File: src/rtl/seq_fixed_multiplier.sv
// Signed fixed-point multiplier, one shift-add iteration per clock, valid/ready on both sides.
// Optional `MULT_SAT_EN`: clamp result on overflow instead of wrapping.
module seq_fixed_multiplier #(
    parameter int WIDTH = 32,
    parameter int FRAC  = 16
) (
    input  logic             clk,
    input  logic             rst,
    input  logic             in_valid,
    output logic             in_ready,
    input  logic [WIDTH-1:0] a,
    input  logic [WIDTH-1:0] b,
    output logic             out_valid,
    input  logic             out_ready,
    output logic [WIDTH-1:0] result,
    output logic             ovf,
    output logic             busy,
    output logic [1:0]       dbg_state
);

    // Handshake: a beat moves on any rising edge where valid && ready are both high;
    // valid never waits on ready, and the producer holds its data until the beat moves.

    localparam int PW    = 2 * WIDTH;
    localparam int CNT_W = $clog2(WIDTH + 1);

    typedef enum logic [1:0] {
        S_IDLE = 2'd0,
        S_BUSY = 2'd1,
        S_DONE = 2'd2
    } state_t;

    state_t r_state;
    state_t w_next;

    logic [PW-1:0]    r_acc;
    logic [PW-1:0]    r_mcand;
    logic [WIDTH-1:0] r_mplr;
    logic [CNT_W-1:0] r_cnt;
    logic             r_sign;
    logic [WIDTH-1:0] r_result;
    logic             r_ovf;

    logic                 w_accept;
    logic                 w_iter_done;
    logic [WIDTH-1:0]     w_mag_a;
    logic [WIDTH-1:0]     w_mag_b;
    logic signed [PW-1:0] w_prod;
    logic signed [PW-1:0] w_scaled;
    logic [WIDTH:0]       w_hi;
    logic                 w_ovf;
    logic [WIDTH-1:0]     w_res;

    assign w_accept    = in_valid && (r_state == S_IDLE);
    assign w_iter_done = (r_cnt == CNT_W'(WIDTH));

    // Negating the most negative value wraps to 2^(WIDTH-1), which is exact as unsigned.
    assign w_mag_a = a[WIDTH-1] ? -a : a;
    assign w_mag_b = b[WIDTH-1] ? -b : b;

    assign w_prod   = signed'(r_sign ? -r_acc : r_acc);
    assign w_scaled = w_prod >>> FRAC;

    // The scaled value fits only if its top WIDTH+1 bits are a pure sign extension.
    assign w_hi  = w_scaled[PW-1:WIDTH-1];
    assign w_ovf = ~((&w_hi) | ~(|w_hi));

`ifdef MULT_SAT_EN
    always_comb begin
        w_res = w_scaled[WIDTH-1:0];
        if (w_ovf) begin
            w_res = w_scaled[PW-1] ? {1'b1, {(WIDTH-1){1'b0}}} : {1'b0, {(WIDTH-1){1'b1}}};
        end
    end
`else
    assign w_res = w_scaled[WIDTH-1:0];
`endif

    always_ff @(posedge clk or posedge rst) begin
        if (rst) begin
            r_state <= S_IDLE;
        end else begin
            r_state <= w_next;
        end
    end

    always_comb begin
        w_next = r_state;
        case (r_state)
            S_IDLE:  if (w_accept) w_next = S_BUSY;
            S_BUSY:  if (w_iter_done) w_next = S_DONE;
            S_DONE:  if (out_ready) w_next = S_IDLE;
            default: w_next = S_IDLE;
        endcase
    end

    always_ff @(posedge clk or posedge rst) begin
        if (rst) begin
            r_acc    <= '0;
            r_mcand  <= '0;
            r_mplr   <= '0;
            r_cnt    <= '0;
            r_sign   <= 1'b0;
            r_result <= '0;
            r_ovf    <= 1'b0;
        end else begin
            case (r_state)
                S_IDLE: begin
                    if (w_accept) begin
                        r_acc   <= '0;
                        r_mcand <= {{WIDTH{1'b0}}, w_mag_a};
                        r_mplr  <= w_mag_b;
                        r_cnt   <= '0;
                        r_sign  <= a[WIDTH-1] ^ b[WIDTH-1];
                    end
                end
                S_BUSY: begin
                    if (!w_iter_done) begin
                        if (r_mplr[0]) begin
                            r_acc <= r_acc + r_mcand;
                        end
                        r_mcand <= r_mcand << 1;
                        r_mplr  <= r_mplr >> 1;
                        r_cnt   <= r_cnt + CNT_W'(1);
                    end else begin
                        r_result <= w_res;
                        r_ovf    <= w_ovf;
                    end
                end
                default: ;
            endcase
        end
    end

    assign in_ready  = (r_state == S_IDLE);
    assign out_valid = (r_state == S_DONE);
    assign busy      = (r_state != S_IDLE);
    assign result    = r_result;
    assign ovf       = r_ovf;
    assign dbg_state = r_state;

endmodule
File: config.mk
export PLATFORM = sky130hd
export DESIGN_NAME = seq_fixed_multiplier
export DESIGN_NICKNAME = d
export VERILOG_FILES = /design/src/rtl/seq_fixed_multiplier.sv
export SDC_FILE = /design/constraint.sdc
export NUM_CORES = 1
export LEC_CHECK = 0
export CAP_MARGIN = 10
export CELL_PAD_IN_SITES_DETAIL_PLACEMENT = 1
export CELL_PAD_IN_SITES_GLOBAL_PLACEMENT = 1
export CORE_ASPECT_RATIO = 0.5
export CORE_MARGIN = 1
export CORE_UTILIZATION = 44
export DETAILED_ROUTE_END_ITERATION = 8
export DONT_BUFFER_PORTS = 1
export PLACE_DENSITY = 0.78
export RECOVER_POWER = 100
export SETUP_SLACK_MARGIN = 0.5
export SLEW_MARGIN = 40
export SYNTH_ARGS = -nofsm -noshare
export SYNTH_HDL_FRONTEND = slang
export SYNTH_SLANG_ARGS = --single-unit
export TNS_END_PERCENT = 10
File: constraint.sdc
create_clock -name clk -period 7.9 [get_ports clk]
set_clock_uncertainty 0.1 [all_clocks]
set_input_delay 2.37 -clock clk [delete_from_list [all_inputs] [get_ports clk]]
set_output_delay 2.37 -clock clk [all_outputs]
set_load 0.01 [all_outputs]
==> results by group <==
Status
  • Outcome: complete, but fails checks
  • Failing checks: capacitance limit, slew limit

Synth
  • Post-synth top area cell: dfrtp_1
  • Register area share after synthesis: 0.355
  • Main combinational cell family by area after synthesis: compound AO/OA/AOI/OAI gates
  • Multiplexer area fraction after synthesis: 0.00290
  • Syn avg cell area: 8.01 um^2
  • Adder-cell share of the synthesized area: 0.0603
  • Yosys reg bits: 202
  • Ys async rst share: 1.00
  • Simple-gate share of the synthesized area: 0.227
  • XOR/XNOR Fraction of Synth Area: 0.0880
  • Synth top area share: 0.355
  • Cell area after synthesis: around 14,000 um^2
  • Leading post-synthesis cells by cell area: dfrtp_1, nand2_1, o21ai_0, xor2_1, ha_1
  • Yosys cell types: 77
  • Synth Flop Type: dfrtp_1
  • Synth Area in Compound Gates: 0.229
  • YS warnings: 0
  • Mapped Cells: 1,776
  • Post-Syn Nets: 1,912
  • Post-synth EDFFs: 0

Drt
  • Routed Antenna Nets: 0
  • Avg Vias per Cell: 6.01
  • Via count: 13,000
  • Final WL: roughly 43,000 um
  • Wire per inst: a little under 20 um
  • 1st-iter DRT viols: between 700 and 800
  • DR pass1 iterations: 5
  • Detailed-route DRC error count: 0

Global routing
  • Pin count of the biggest net entering global routing: between 150 and 200
  • Vias in the first global route: 13,400
  • GRT Overall Usage: 0.256
  • Initial antenna violation count: 0
  • First-pass GRT wire length: 69,500 um
  • GR Overflow Total: 0

Timing
  • Tcrit/Tclk final: 0.721
  • Slew @ Worst Pin: 3.84 ns
  • RSZ-0062 raised after global routing: false
  • Max-slew violation count: 382
  • FMAX: 176 MHz
  • Slew headroom: -1.56
  • Setup-failing EPs final: 0
  • Post-route minimum period: roughly 5.7 ns
  • Final setup TNS: 0 ns
  • Endpoints failing hold: 0

Clocking
  • Max Buffers Root-to-Sink: 3
  • Clock slew at reported path FFs: 0.06 ns
  • Root Buffer: clkbuf_16
  • Number of CTS-inserted buffers: 22
  • CTS tree: done
  • H-tree levels: 1
  • CTS sink count: around 200
  • Hold buffer count at CTS: 0
  • Clock Latency Late Sink: 0.54 ns
  • Cts repair resizes: 0
  • Post CTS Setup Buffer Count: 0

Layout
  • Syn-to-layout area delta: 7.01%
  • Nets@finish: 1,847
  • Share of cells above drive strength 1: 0.0429
  • Fillers: 3,824
  • Ant. Diodes: 0
  • Core Util, Final: 0.480

Setup path
  • Crit Path Class: in -> reg
  • Worst setup SP type: primary input
  • Endpoint class of the critical path: flop
  • FF-to-FF setup slack: approximately 2.5 ns
  • Crit path arrival time: a little over 6 ns
  • Max Fanout on Critical Path: 73
  • Required time worst endpoint: 8.24 ns

Pwr
  • Power Total: 6330 uW
  • Pleak: 0.00658 uW
  • Internal power: 3290 uW
  • Register share of total power: 0.310
  • Maximum VDD drop: 0.210 mV
  • NetSw: 3030 uW
  • Combinational power share: 0.511
  • Clock share of power: 0.179
  • Pwr Density: 416 nW/um^2
  • Switching Share: 0.479

Placed design
  • RePlAce Congestion: 0.925
  • Port buffer count: 0
  • DP HPWL: 30,800 um

Floorplanning
  • # rows: 46
  • I/O pin count: 106
  • Die width: 256 um
  • Die area: 33,100 um^2
  • Core box area: about 32,000 um^2
  • Initial Util: 0.449
  • DIE HEIGHT: 129 um

Hold path
  • Hold/Removal Path Class: reg -> reg

Job
  • MaxCap Viol Count: 7
==> cell families (layout without fill, tap and decap cells) <==
logic type      Yosys count  after routing
simple gates            679            679
compound gates          539            539
flops                   202            202
xor+xnor                143            143
buf+inv                 141             90
fa+ha+maj                68             68
mux                       4              4
==> metrics by stage <==
stage | cells | setup slack (ns) | hold WS [ns] | cell area (um^2)
2_1_floorplan | 1776 | 2.81 | 0.350 | 14200
3_3_place_gp | 2118 | 2.83 | 0.360 | 14500
3_5_place_dp | 2118 | 2.75 | 0.371 | 14500
4_1_cts | 2156 | 3.34 | 0.385 | 15300
5_1_grt | 2157 | 1.73 | 0.401 | 15200
6_report | 2157 | 2.20 | 0.383 | 15200
==> metal layers <==
metal | share of wire | global-route usage | wire length [um] | vias to the layer above
met3 | 0.032 | 0.0307 | 1360 | 72
met2 | 0.48 | 0.453 | 20600 | 207
met5 | 0 | 0 | 0 | -
met4 | 0.026 | 0.0722 | 1120 | 0
met1 | 0.46 | 0.333 | 19600 | 6458
li1 | - | - | - | 6235
==> cells in the mapped netlist, drive strengths merged (36+ instances only) <==
cell      n
nand3   118
xor2    103
o31ai    36
a21oi   140
dfrtp   202
xnor2    40
clkbuf   80
nand2   275
o21ai   207
ha       67
nor2    122
inv      39
==> worst paths after layout <==
| kind | start | end | cells after the start |
|---|---|---|---|
| min in group asynchronous | rst | result[27] | 2 |
| max in group asynchronous | rst | r_mcand[11] | 2 |
| worst min-delay path | r_mplr[15] | r_mplr[15] | 2 |
| worst max register to register | r_acc[6] | ovf | 10 |
| worst max-delay path | in_valid | r_mcand[27] | 7 |
| worst min register to register | r_mplr[15] | r_mplr[15] | 2 |
==> critical path, cell delays in order <==
cell and delay [ns]:
and2_0 0.31, nor2_4 0.17, clkbuf_1 1.90, buf_4 0.78, or3_1 0.18, o21ai_0 0.07, a21oi_1 0.24
==> power groups by stage <==
stage,registers [uW],clock network [uW],logic (uW)
detailed placement,1980,0,3200
global placement,1950,0,3030
CTS,1970,1150,3230
floorplan,1780,0,2530
finish,1960,1130,3230
global route,2030,1180,3630
==> registers in the layout, summed over array words and instances, names as in the netlist <==
signal,cells
dbg_state,2
r_acc,64
r_mplr,32
result,32
ovf,1
r_cnt,6
r_sign,1
r_mcand,64
==> area by class of cell <==
type                            instances  area, um^2  share of cell area
Sequential cell                       202        5060               0.332
Timing Repair Buffer                   12        95.1             0.00625
Tap cell                              432         541              0.0355
Clock buffer                           27         621              0.0408
Inverter                               40         151             0.00994
Multi-Input combinational cell       1433        8620               0.566
Clock inverter                         11         141             0.00929
==> placed cells by master (no fill, tap or decap), types with 5 or more instances in the layout <==
cell type    n
o31ai_1     34
nand2b_1     9
nor2_1     121
buf_4        5
o21a_1      10
nand3_1    118
or4_1       13
o21bai_1    19
a211oi_1     7
and2_1       6
a211o_1      7
a31oi_1     21
nor3_1      19
o21ai_0    202
o211ai_1    17
dfrtp_1    201
nor4_1      22
nand4_1     25
or2_2        7
clkbuf_16   23
or3_1       10
o41ai_1      9
clkinv_2     5
xnor2_1     40
nand2_1    274
ha_1        67
nor2b_1     10
and3_1      15
xor2_1     103
clkbuf_1     6
a21o_1      25
o22ai_1      5
a21oi_1    140
inv_1       38
(Power assumes the default switching activity.)
